--- src/rtl/maze_player_ctrl.sv ---
// Player movement for the VGA maze: once every S+1 frames, try a one-cell step
// in the DIP-selected direction, checking the target cell against the wall ROM.
module maze_player_ctrl #(
   parameter int MAZE_W  = 32,
   parameter int MAZE_H  = 24,
   parameter int START_X = 1,
   parameter int START_Y = 1,
   parameter int EXIT_X  = 30,
   parameter int EXIT_Y  = 22
) (
   input  logic       clk,
   input  logic       rst,
   input  logic       i_frame_tick,
   input  logic [7:0] i_dip,
   output logic       o_rom_en,
   output logic [9:0] o_rom_addr,
   input  logic       i_rom_data,
   output logic [4:0] o_player_x,
   output logic [4:0] o_player_y,
   output logic       o_moved,
   output logic       o_exit_reached
);
   localparam logic [4:0] X_MAX = 5'(MAZE_W - 1);
   localparam logic [4:0] Y_MAX = 5'(MAZE_H - 1);
   localparam logic [4:0] SX    = 5'(START_X);
   localparam logic [4:0] SY    = 5'(START_Y);
   localparam logic [4:0] EX    = 5'(EXIT_X);
   localparam logic [4:0] EY    = 5'(EXIT_Y);

   typedef enum logic [1:0] {IDLE, READ, DECIDE} state_t;
   state_t state, state_n;

   logic [3:0] cnt;
   logic [3:0] dir;
   logic [3:0] spd;
   logic       attempt;
   logic       in_grid;
   logic [4:0] tx_n, ty_n;

   assign dir = i_dip[3:0];
   assign spd = i_dip[7:4];

   always_comb begin
      state_n = state;
      attempt = 1'b0;
      in_grid = 1'b0;
      tx_n    = o_player_x;
      ty_n    = o_player_y;
      if (state == IDLE && i_frame_tick && cnt >= spd) attempt = 1'b1;
      // Edge checks precede the +/-1 so coordinates never wrap.
      case (dir)
         4'b0001: begin in_grid = (o_player_y != 5'd0);  ty_n = o_player_y - 5'd1; end
         4'b0010: begin in_grid = (o_player_y != Y_MAX); ty_n = o_player_y + 5'd1; end
         4'b0100: begin in_grid = (o_player_x != 5'd0);  tx_n = o_player_x - 5'd1; end
         4'b1000: begin in_grid = (o_player_x != X_MAX); tx_n = o_player_x + 5'd1; end
         default: in_grid = 1'b0;
      endcase
      case (state)
         IDLE:    if (attempt && in_grid && !o_exit_reached) state_n = READ;
         READ:    state_n = DECIDE;
         DECIDE:  state_n = IDLE;
         default: state_n = IDLE;
      endcase
   end

   always_ff @(posedge clk or posedge rst) begin
      if (rst) state <= IDLE;
      else     state <= state_n;
   end

   // The latched target lives in o_rom_addr: {row, col}.
   always_ff @(posedge clk or posedge rst) begin
      if (rst) begin
         cnt            <= 4'd0;
         o_rom_en       <= 1'b0;
         o_rom_addr     <= 10'd0;
         o_player_x     <= SX;
         o_player_y     <= SY;
         o_moved        <= 1'b0;
         o_exit_reached <= 1'b0;
      end else begin
         o_moved <= 1'b0;
         if (o_player_x == EX && o_player_y == EY) o_exit_reached <= 1'b1;
         case (state)
            IDLE: if (i_frame_tick) begin
               if (cnt >= spd) cnt <= 4'd0;
               else            cnt <= cnt + 4'd1;
               if (state_n == READ) begin
                  o_rom_addr <= {ty_n, tx_n};
                  o_rom_en   <= 1'b1;
               end
            end
            READ: o_rom_en <= 1'b0;
            DECIDE: if (!i_rom_data) begin
               o_player_x <= o_rom_addr[4:0];
               o_player_y <= o_rom_addr[9:5];
               o_moved    <= 1'b1;
               if (o_rom_addr[4:0] == EX && o_rom_addr[9:5] == EY) o_exit_reached <= 1'b1;
            end
            default: ;
         endcase
      end
   end
endmodule

--- config.mk ---
export PLATFORM = sky130hd
export DESIGN_NAME = maze_player_ctrl
export DESIGN_NICKNAME = d
export VERILOG_FILES = /design/src/rtl/maze_player_ctrl.sv
export SDC_FILE = /design/constraint.sdc
export NUM_CORES = 1
export LEC_CHECK = 0
export ABC_AREA = 1
export CAP_MARGIN = 20
export CORE_ASPECT_RATIO = 0.5
export CORE_MARGIN = 4
export CORE_UTILIZATION = 56
export CTS_CLUSTER_DIAMETER = 60
export DETAILED_ROUTE_END_ITERATION = 7
export MAX_ROUTING_LAYER = met4
export PLACE_DENSITY = 0.85
export SLEW_MARGIN = 5
export SYNTH_ARGS = -nofsm -noshare
export SYNTH_HDL_FRONTEND = slang
export SYNTH_SLANG_ARGS = --single-unit
export TNS_END_PERCENT = 30
--- constraint.sdc ---
create_clock -name clk -period 4.15 [get_ports clk]
set_clock_uncertainty 0.2 [all_clocks]
set_input_delay 0.6225 -clock clk [delete_from_list [all_inputs] [get_ports clk]]
set_output_delay 0.6225 -clock clk [all_outputs]
set_load 0.01 [all_outputs]
==> PnR_summary.wiki, run 1 <==
{| class="wikitable"
! Metric !! Value
|-
| # placed instances || 327
|-
| Total global-route track usage || 0.220
|-
| CTS tree || built
|-
| Main flop type after synthesis || dfrtp_1
|-
| Crit path max fanout || 8
|-
| Number of distinct library cells after synthesis || 23
|-
| Run status || completed
|-
| Total setup violations reported at the end of the flow || 0
|-
| Post-synth EDFFs || 0
|-
| Placed inst area || 2200 um2
|-
| HP Class || reg2reg
|-
| Biggest cell delay along the critical path || 0.44 ns
|-
| Kind of end point of the critical path || register
|-
| Placer congestion estimate || 0.870
|-
| Setup total negative slack || 0 ns
|-
| Max Cap Violations || 0
|-
| Post-synthesis average cell area || 7.16 um2
|-
| Chip Height || 48.4 um
|-
| Count of placed standard cells in the final layout, fillers left out || 336
|-
| RSZ-0062 raised after global routing || no
|-
| Period utilisation layout || 0.616
|-
| Least setup slack across all paths after layout || 1.59 ns
|-
| Arr. time, crit path || 2.54 ns
|-
| Max Root-Sink Buffers || 2
|-
| I/O pins || 35
|-
| Detail Placement HPWL || 3140 um
|-
| Die extent in x || 88.8 um
|-
| Routed Wire Length || 4100 um
|-
| Max VDD drop || 0.233 mV
|-
| Total iterations of the first detailed-routing run || 4
|-
| Proportion of synthesized chip area in sequential cells || 0.399
|-
| Area contributors post-synth || dfrtp_1 (37%), nand2_1 (22%), ha_1 (7.5%)
|-
| Final global-route overflow total || 0
|-
| Ratio of total power to cell area || 296 nW/um2
|-
| Port Buf Inserts || 34
|-
| Clk sinks || 29
|-
| TritonCTS buffer count || 5
|-
| Required arrival time at the worst endpoint || 4.13 ns
|-
| Peak Freq || 391 MHz
|-
| Number of synthesized register bits || 29
|-
| Count of antenna-violating nets left after detailed routing || 0
|-
| Post-route cell area || 2310 um2
|-
| Worst setup SP type || input port
|-
| Synth async-reset ratio || 1.00
|-
| Actual transition at the worst max-transition pin || 0.477 ns
|-
| Master of the slowest instance on the critical path || clkdlybuf4s50_1
|-
| Pre-CTS worst setup slack || 1.30 ns
|-
| Register-to-register setup slack || 2.18 ns
|-
| Count of mapped cells out of synthesis || 255
|-
| Worst-path clk slew || 0.07 ns
|-
| Routed length per placed instance || 12.2 um
|-
| Proportion of netlist area held by the largest area contributor || 0.370
|-
| Antenna violations before repair || 0
|-
| Clock root buffer master || clkbuf_8
|-
| First-pass GRT wire length || 7100 um
|-
| Core region area || 3070 um2
|-
| Total setup buffers inserted after CTS || 0
|-
| 1st-iter DRT viols || 106
|-
| Net count of the finished layout || 320
|-
| Proportion of layout cells with a drive suffix above 1 || 0.0541
|-
| Post-layout power || 0.683 mW
|-
| Via-to-Cell Ratio || 5.06
|-
| Number of global-route vias before repair || 1598
|-
| Rel. slew slack || 0.682
|-
| Area growth syn-to-layout || 26.5%
|-
| Maximum number of pins on one net before global-route repair || 30
|-
| Final Hold Viols || 0
|-
| Cell area after synthesis || 1830 um2
|-
| Total number of vias || 1701
|-
| Leakage || 1.22 nW
|-
| Critical-path cell list || clkdlybuf4s50_1 -> nor2_1 -> inv_1 -> nor2_2 -> inv_1 -> ha_1 -> a21oi_1 -> nand2_1 -> nand2_1 -> nand2_1 -> nand2_1 -> nand2_1 -> nand2_1 -> nand2_1
|-
| Library cell with the largest summed area after synthesis || dfrtp_1
|-
| Effective utilization at floorplan || 0.596
|-
| Later-pin clock latency in the skew report || 0.29 ns
|-
| Quantity of hold-fixing buffers added after cts || 0
|-
| Total nets after synthesis || 280
|-
| Number of antenna repair diodes || 0
|-
| Site Rows || 14
|-
| Residual DRC || 0
|-
| Yosys warning total || 0
|-
| Max Transition Viols Final || 0
|-
| Post-cts gate resize count || 0
|-
| Final critical path time including I/O delays and setup || 2.56 ns
|-
| Cell type with the highest occurrence count on the critical path || nand2_1
|-
| Deepest level of the CTS H-tree || 2
|-
| DIE AREA || 4300 um2
|-
| Type of the worst setup path || in2reg
|}
==> sequential cells by signal, summed over array words and instances, names as in the netlist <==
name and cells:
o_player_x 5, cnt 4, state 2, o_player_y 5, o_rom_en 1, o_moved 1
o_rom_addr 10, o_exit_reached 1
==> critical path, delay by kind of cell <==
kind                     cells  cell delay [ns]
adder cells (fa/ha/maj)      1             0.37
AO/OA/AOI/OAI                1             0.22
buffers and inverters        3             0.67
AND/OR/NAND/NOR              9             0.65
==> layout by cell type (no fill, tap or decap), drive strengths merged, types with 2 or more instances in the layout <==
master and instances:
clkdlybuf4s50 34, xnor2 2, buf 2, clkinv 3, o21ai 11, dfrtp 27, fa 2, xor2 4
nand2 105, nand3 19, inv 33, nor2 21, nor3 2, a21oi 7, clkbuf 5, ha 11
dfstp 2
==> cell families after synthesis <==
group	share of synthesized area
simple gates	0.334
buf+inv	0.0849
flops	0.399
compound gates	0.0562
fa+ha+maj	0.0973
xor+xnor	0.0288
==> cells in the mapped netlist (all sizes together) (2+ instances only) <==
library cell  instances
dfrtp                27
fa                    2
dfstp                 2
o21ai                11
nor3                  2
xnor2                 2
nand3                19
a21oi                 7
xor2                  4
buf                   3
nor2                 21
nand2               105
ha                   11
inv                  33
==> worst paths after layout <==
check / startpoint / to / cells after the start
worst min-delay path: state[1] / state[1] / 1
worst min register to register: state[1] / state[1] / 1
min in group asynchronous: rst / cnt[0] / 2
max in group asynchronous: rst / o_player_y[0] / 3
worst max-delay path: i_dip[2] / o_rom_addr[8] / 14
worst max register to register: cnt[1] / o_rom_addr[6] / 10
==> routing by layer <==
| layer | vias up | GRT usage | part of all wire |
|---|---|---|---|
| met4 | 0 | 0.0402 | 0.0076 |
| met3 | 4 | 0.0780 | 0.073 |
| met2 | 57 | 0.341 | 0.45 |
| li1 | 874 | - | - |
| met1 | 766 | 0.283 | 0.47 |
| met5 | - | - | 0 |
==> stage by stage <==
stage | hold WS, ns | util
3_5_place_dp | 0.279 | 0.717
3_3_place_gp | 0.263 | 0.717
4_1_cts | 0.289 | 0.745
6_report | 0.284 | 0.754
5_1_grt | 0.315 | 0.754
2_1_floorplan | 0.246 | -
==> layout make-up <==
cell class	instances	area, um2
Clock buffer	5	68.8
Clock inverter	3	17.5
Fill cell	243	754
Inverter	34	128
Multi-Input combinational cell	189	943
Sequential cell	29	728
Tap cell	40	50.0
Timing Repair Buffer	36	375
==> power by group <==
part	switching [mW]	leakage [nW]	internal, mW
combinational	0.0732	0.807	0.0605
sequential	0.0197	0.372	0.300
clock	0.114	0.0439	0.115
Note: power is estimated with default switching activity, not from simulation.
==> run 2, diff against run 1 <==
--- a/config.mk
+++ b/config.mk
@@ -9,11 +9,11 @@
 export CAP_MARGIN = 20
 export CORE_ASPECT_RATIO = 0.5
 export CORE_MARGIN = 4
-export CORE_UTILIZATION = 56
+export CORE_UTILIZATION = 47
 export CTS_CLUSTER_DIAMETER = 60
 export DETAILED_ROUTE_END_ITERATION = 7
 export MAX_ROUTING_LAYER = met4
-export PLACE_DENSITY = 0.85
+export PLACE_DENSITY = 0.76
 export SLEW_MARGIN = 5
 export SYNTH_ARGS = -nofsm -noshare
 export SYNTH_HDL_FRONTEND = slang
==> constraint.sdc (replaced) <==
create_clock -name clk -period 2.1 [get_ports clk]
set_clock_uncertainty 0.2 [all_clocks]
set_input_delay 0.315 -clock clk [delete_from_list [all_inputs] [get_ports clk]]
set_output_delay 0.315 -clock clk [all_outputs]
set_load 0.01 [all_outputs]
==> run 2 against run 1 <==
Total power increased by 120%. First-iteration DRC count increased by 0.94%. Combinational power increased by 110%. Via count increased by 7.6%. Sequential power increased by 98%.
==> PnR_summary.wiki, run 2 (synthesized netlist as in run 1, its figures left out) <==
{| class="wikitable"
! Metric !! Value
|-
| Master of the slowest instance on the critical path || dfstp_2
|-
| Max Cap Violations || 0 (unchanged)
|-
| Critical-path cell list || clkdlybuf4s50_1
|-
| Deepest level of the CTS H-tree || 2 (unchanged)
|-
| Commonest non-fill, non-tap cell in the layout || nand2_1
|-
| Core region area || 3580 um2 (+17%)
|-
| Net count of the finished layout || 334 (+4.4%)
|-
| Detail Placement HPWL || 3360 um (+6.9%)
|-
| Ratio of total power to cell area || 600 nW/um2 (+100%)
|-
| Final Hold Viols || 0 (unchanged)
|-
| Rel. slew slack || 0.750 (+0.0678)
|-
| Final global-route overflow total || 0 (unchanged)
|-
| Crit-path leading delay family || flip-flops
|-
| Worst-path clk slew || 0.07 ns (about the same)
|-
| Leading cell types in the layout, fill and taps excluded || nand2_1 (103), clkdlybuf4s50_1 (31), inv_1 (29)
|-
| Proportion of layout cells with a drive suffix above 1 || 0.152 (+0.0976)
|-
| RSZ-0062 raised after global routing || yes
|-
| TritonCTS buffer count || 5 (unchanged)
|-
| Antenna violations before repair || 0 (unchanged)
|-
| Via-to-Cell Ratio || 5.07 (+0.13%)
|-
| Clk sinks || 29 (unchanged)
|-
| Effective utilization at floorplan || 0.510 (-0.0863)
|-
| Post-route cell area || 2540 um2 (+10%)
|-
| Type of the worst setup path || reg2out
|-
| Routed length per placed instance || 12.8 um (+4.6%)
|-
| Arr. time, crit path || 1.51 ns (-1.03 ns)
|-
| Pre-CTS worst setup slack || -0.339 ns (-1.64 ns)
|-
| First-pass GRT wire length || 8140 um (+15%)
|-
| Buf+Inv Stages, Crit Path || 1 (-2)
|-
| Number of antenna repair diodes || 0 (unchanged)
|-
| Peak Freq || 494 MHz
|-
| Kind of end point of the critical path || output pin
|-
| Residual DRC || 0 (unchanged)
|-
| Final critical path time including I/O delays and setup || 2.02 ns
|-
| Least setup slack across all paths after layout || 0.0752 ns (-1.52 ns)
|-
| Maximum number of pins on one net before global-route repair || 30 (unchanged)
|-
| Total iterations of the first detailed-routing run || 4 (unchanged)
|-
| Max reg flops || 10 (unchanged)
|-
| Site Rows || 15 (+1)
|-
| Required arrival time at the worst endpoint || 1.58 ns (-2.55 ns)
|-
| Count of antenna-violating nets left after detailed routing || 0 (unchanged)
|-
| Die extent in x || 96.2 um (+8.3%)
|-
| CTS tree || built
|-
| Max Transition Viols Final || 0 (unchanged)
|-
| Crit path max fanout || 8 (unchanged)
|-
| Later-pin clock latency in the skew report || 0.29 ns (about the same)
|-
| Placer congestion estimate || 0.829 (-4.7%)
|-
| Period utilisation layout || 0.964
|-
| Registers with the most flip-flops || o_rom_addr (10), o_player_x (5), o_player_y (5)
|-
| Leakage || 1.35 nW (+10%)
|-
| Run status || completed
|-
| Setup total negative slack || 0 ns (unchanged)
|-
| Actual transition at the worst max-transition pin || 0.376 ns (-0.101 ns)
|-
| HP Class || in2async
|-
| # placed instances || 351 (+7.3%)
|-
| 1st-iter DRT viols || 107 (+0.94%)
|-
| Number of global-route vias before repair || 1808 (+13%)
|-
| Max VDD drop || 0.299 mV (+28%)
|-
| Worst setup SP type || register
|-
| Biggest cell delay along the critical path || 0.65 ns (+0.21 ns)
|-
| Total number of vias || 1830 (+7.6%)
|-
| Clock root buffer master || clkbuf_8
|-
| Placed inst area || 2330 um2 (+6.2%)
|-
| Biggest register || o_rom_addr
|-
| Max Root-Sink Buffers || 2 (unchanged)
|-
| Total global-route track usage || 0.218 (-0.00286)
|-
| Port Buf Inserts || 34 (unchanged)
|-
| DIE AREA || 5010 um2 (+17%)
|-
| Routed Wire Length || 4610 um (+12%)
|-
| Area growth syn-to-layout || 39.2%
|-
| Post-layout power || 1.53 mW (+120%)
|-
| Chip Height || 52.1 um (+7.6%)
|-
| Count of placed standard cells in the final layout, fillers left out || 361 (+7.4%)
|-
| I/O pins || 35 (unchanged)
|-
| Total setup violations reported at the end of the flow || 0 (unchanged)
|}
-- run 2: cell count changes in the layout (fill, tap and decap cells not counted), moves of 3 or more --
cell,delta
inv_2,+3
clkdlybuf4s50_1,-3
ha_1,-3
buf_4,+13
a21oi_2,+3
dlymetal6s2s_1,+3
a21oi_1,-3
inv_1,-4
-- run 2: metal layers --
metal	GRT usage	routed length, um	up-vias
met5	-	0	-
met2	0.352	2290	53
li1	-	-	898
met3	0.0578	294	11
met4	0.0967	80	0
met1	0.257	1940	868
-- run 2: what timing repair did --
action / CTS / global route
setup buffers: 0 / 2
setup endpoints to repair: 3 / 12
pin swaps: 1 / 5
gates cloned: 0 / 0
hold endpoints to repair: 0 / 0
hold buffers: 0 / 0
gates resized for setup: 4 / 19
-- run 2: power breakdown --
group / leakage (nW) / total, mW / switching, mW / internal [mW]
clock: 0.0585 / 0.607 / 0.221 / 0.386
sequential: 0.372 / 0.633 / 0.0388 / 0.594
combinational: 0.918 / 0.287 / 0.157 / 0.130
total: 1.35 / 1.53 / 0.417 / 1.11
-- run 2: cell type report --
class / instances / area (um2)
Multi-Input combinational cell: 189 / 1010
Clock inverter: 1 / 30.0
Inverter: 34 / 130
Sequential cell: 29 / 728
Fill cell: 270 / 1040
Clock buffer: 7 / 86.3
Tap cell: 51 / 63.8
Timing Repair Buffer: 50 / 493
-- run 2: worst reg2reg max path, cell delays in order, from the launching register on --
cell and delay, ns:
dfstp_2 0.66, nand2_1 0.08, inv_1 0.06, nand2_1 0.05, nand2_1 0.07, nand2_1 0.10
nor2_1 0.14, nor2_2 0.06, buf_12 0.14, nand2_1 0.07, nand2_1 0.05
-- run 2: per-stage QoR --
stage	hold slack, ns	utilization
floorplan	0.192	-
global placement	0.264	0.651
detailed placement	0.277	0.651
CTS	0.219	0.689
global route	0.245	0.710
finish	0.197	0.710
-- run 2: final timing paths --
kind                               start            end  slack (ns)  cells after the start
max                        o_player_x[0]  o_player_x[0]        0.08                      1
min                                  rst       state[1]        0.20                      3
max reg2reg                o_player_y[0]  o_rom_addr[4]        0.31                     10
min reg2reg                     state[1]       state[1]        0.28                      1
max in group asynchronous            rst  o_player_x[0]        1.18                      3
min in group clk                state[1]       state[1]        0.28                      1
==> run 3, diff against run 2 <==
--- a/config.mk
+++ b/config.mk
@@ -14,6 +14,7 @@
 export DETAILED_ROUTE_END_ITERATION = 7
 export MAX_ROUTING_LAYER = met4
 export PLACE_DENSITY = 0.76
+export REMOVE_ABC_BUFFERS = 1
 export SLEW_MARGIN = 5
 export SYNTH_ARGS = -nofsm -noshare
 export SYNTH_HDL_FRONTEND = slang
==> run 3 against run 2 <==
Fmax shrank 0.29%. Flip-flop and latch count unchanged. Utilization down 0.28 points. Setup slack lost 0.0060 ns. Critical path type is now in2reg. Critical endpoint is now o_rom_addr[2].
==> PnR_summary.wiki, run 3 (synthesized netlist as in run 1, its figures left out) <==
{| class="wikitable"
! Metric !! Value
|-
| Quantity of hold-fixing buffers added after cts || 0 (unchanged)
|-
| Die extent in x || 96.2 um (unchanged)
|-
| Total iterations of the first detailed-routing run || 4 (unchanged)
|-
| CTS tree || built
|-
| Final global-route overflow total || 0 (unchanged)
|-
| Biggest register || o_rom_addr
|-
| Type of the worst setup path || in2reg
|-
| Effective utilization at floorplan || 0.510 (unchanged)
|-
| Clock root buffer master || clkbuf_8
|-
| Max VDD drop || 0.385 mV (+29%)
|-
| Max reg flops || 10 (unchanged)
|-
| Total global-route track usage || 0.207 (-0.0106)
|-
| Share of the core filled with cells || 0.707 (-0.00279)
|-
| Total setup violations reported at the end of the flow || 0 (unchanged)
|-
| First-pass GRT wire length || 7510 um (-7.7%)
|-
| Count of antenna-violating nets left after detailed routing || 0 (unchanged)
|-
| Antenna violations before repair || 0 (unchanged)
|-
| Later-pin clock latency in the skew report || 0.28 ns (about the same)
|-
| Crit path max fanout || 10 (+2)
|-
| Max Cap Violations || 0 (unchanged)
|-
| Commonest non-fill, non-tap cell in the layout || nand2_1
|-
| Total number of vias || 1770 (-3.3%)
|-
| TritonCTS buffer count || 5 (unchanged)
|-
| Worst setup SP type || input port
|-
| Number of antenna repair diodes || 0 (unchanged)
|-
| Actual transition at the worst max-transition pin || 0.447 ns (+0.0710 ns)
|-
| Arr. time, crit path || 2.00 ns (+0.49 ns)
|-
| Placed inst area || 2320 um2 (-0.54%)
|-
| Kind of end point of the critical path || register
|-
| Leading cell types in the layout, fill and taps excluded || nand2_1 (104), clkdlybuf4s50_1 (30), inv_1 (29)
|-
| DIE AREA || 5010 um2 (unchanged)
|-
| I/O pins || 35 (unchanged)
|-
| Maximum number of pins on one net before global-route repair || 30 (unchanged)
|-
| Routed Wire Length || 4740 um (+2.8%)
|-
| Site Rows || 15 (unchanged)
|-
| Leakage || 1.33 nW (-1.1%)
|-
| Proportion of layout cells with a drive suffix above 1 || 0.149 (-0.00226)
|-
| Post-route cell area || 2530 um2 (-0.39%)
|-
| Area growth syn-to-layout || 38.7%
|-
| Total setup buffers inserted after CTS || 0 (unchanged)
|-
| Run status || completed
|-
| Net count of the finished layout || 332 (-0.60%)
|-
| Number of global-route vias before repair || 1623 (-10%)
|-
| Port Buf Inserts || 34 (unchanged)
|-
| Required arrival time at the worst endpoint || 2.07 ns (+0.49 ns)
|-
| Residual DRC || 0 (unchanged)
|-
| Final Hold Viols || 0 (unchanged)
|-
| Chip Height || 52.1 um (unchanged)
|-
| Routed length per placed instance || 13.2 um (+3.4%)
|-
| Peak Freq || 492 MHz (-0.29%)
|-
| Detail Placement HPWL || 3350 um (-0.40%)
|-
| Final critical path time including I/O delays and setup || 2.03 ns (+0.00598 ns)
|-
| Clk sinks || 29 (unchanged)
|-
| Ratio of total power to cell area || 608 nW/um2 (+1.2%)
|-
| Max Transition Viols Final || 0 (unchanged)
|-
| HP Class || in2async
|-
| Core region area || 3580 um2 (unchanged)
|-
| Via-to-Cell Ratio || 4.93 (-2.7%)
|-
| Rel. slew slack || 0.701 (-0.0484)
|-
| Registers with the most flip-flops || o_rom_addr (10), o_player_x (5), o_player_y (5)
|-
| 1st-iter DRT viols || 87 (-19%)
|-
| Max Root-Sink Buffers || 2 (unchanged)
|-
| Period utilisation layout || 0.967 (+0.00285)
|-
| Deepest level of the CTS H-tree || 2 (unchanged)
|-
| Worst-path clk slew || 0.06 ns (about the same)
|-
| Placer congestion estimate || 0.806 (-2.7%)
|}
[run 3: repair_timing]
action | 4_1_cts | 5_1_grt
endpoints found under the setup margin | 4 | 5
gates resized for setup | 8 | 17
pin swaps | 0 | 5
[run 3: layer usage]
layer | part of all wire | vias to the layer above | track usage
met5 | 0 | - | -
li1 | - | 897 | -
met4 | 0.011 | 0 | 0.0660
met3 | 0.044 | 7 | 0.0491
met2 | 0.48 | 37 | 0.328
met1 | 0.47 | 829 | 0.264
[run 3: layout make-up]
cell class / instances / area, um2
Clock buffer: 7 / 86.3
Clock inverter: 1 / 30.0
Fill cell: 290 / 1050
Inverter: 34 / 130
Multi-Input combinational cell: 189 / 1030
Sequential cell: 29 / 728
Tap cell: 51 / 63.8
Timing Repair Buffer: 48 / 468
[run 3: final timing paths]
| path | from | end | slack, ns | cells after the start |
|---|---|---|---|---|
| max | i_dip[7] | o_rom_addr[2] | 0.07 | 13 |
| max reg2reg | cnt[3] | o_rom_addr[2] | 0.18 | 11 |
| max in group asynchronous | rst | o_player_y[0] | 1.17 | 3 |
| min reg2reg | state[1] | state[1] | 0.29 | 1 |
| min | rst | o_rom_addr[4] | 0.21 | 3 |
| min in group clk | state[1] | state[1] | 0.29 | 1 |
[run 3: stage by stage]
stage | setup TNS [ns] | worst slack [ns] | instances | total power, mW | hold WS, ns
2_1_floorplan | 0 | 0.229 | 252 | 0.818 | 0.192
3_3_place_gp | -1.96 | -0.303 | 351 | 0.912 | 0.263
3_5_place_dp | -2.44 | -0.364 | 351 | 0.934 | 0.285
4_1_cts | 0 | 0.00501 | 359 | 1.54 | 0.233
5_1_grt | -0.0530 | -0.0180 | 359 | 1.63 | 0.265
6_report | 0 | 0.0692 | 359 | 1.54 | 0.214
[run 3: critical path, cell delays in order]
cell and delay [ns]:
clkdlybuf4s50_1 0.45, inv_1 0.04, ha_1 0.28, nand2_1 0.07, inv_1 0.07, nand3_1 0.06, nand3_1 0.13, nand2_1 0.11
inv_1 0.08, nand2_1 0.11, buf_12 0.17, nand2_1 0.06, nand2_1 0.06
[run 3: power by group]
part / switching, mW / total [mW] / internal (mW)
Clock: 0.212 / 0.598 / 0.386
Combinational: 0.162 / 0.305 / 0.143
Sequential: 0.0423 / 0.636 / 0.594
Total: 0.417 / 1.54 / 1.12
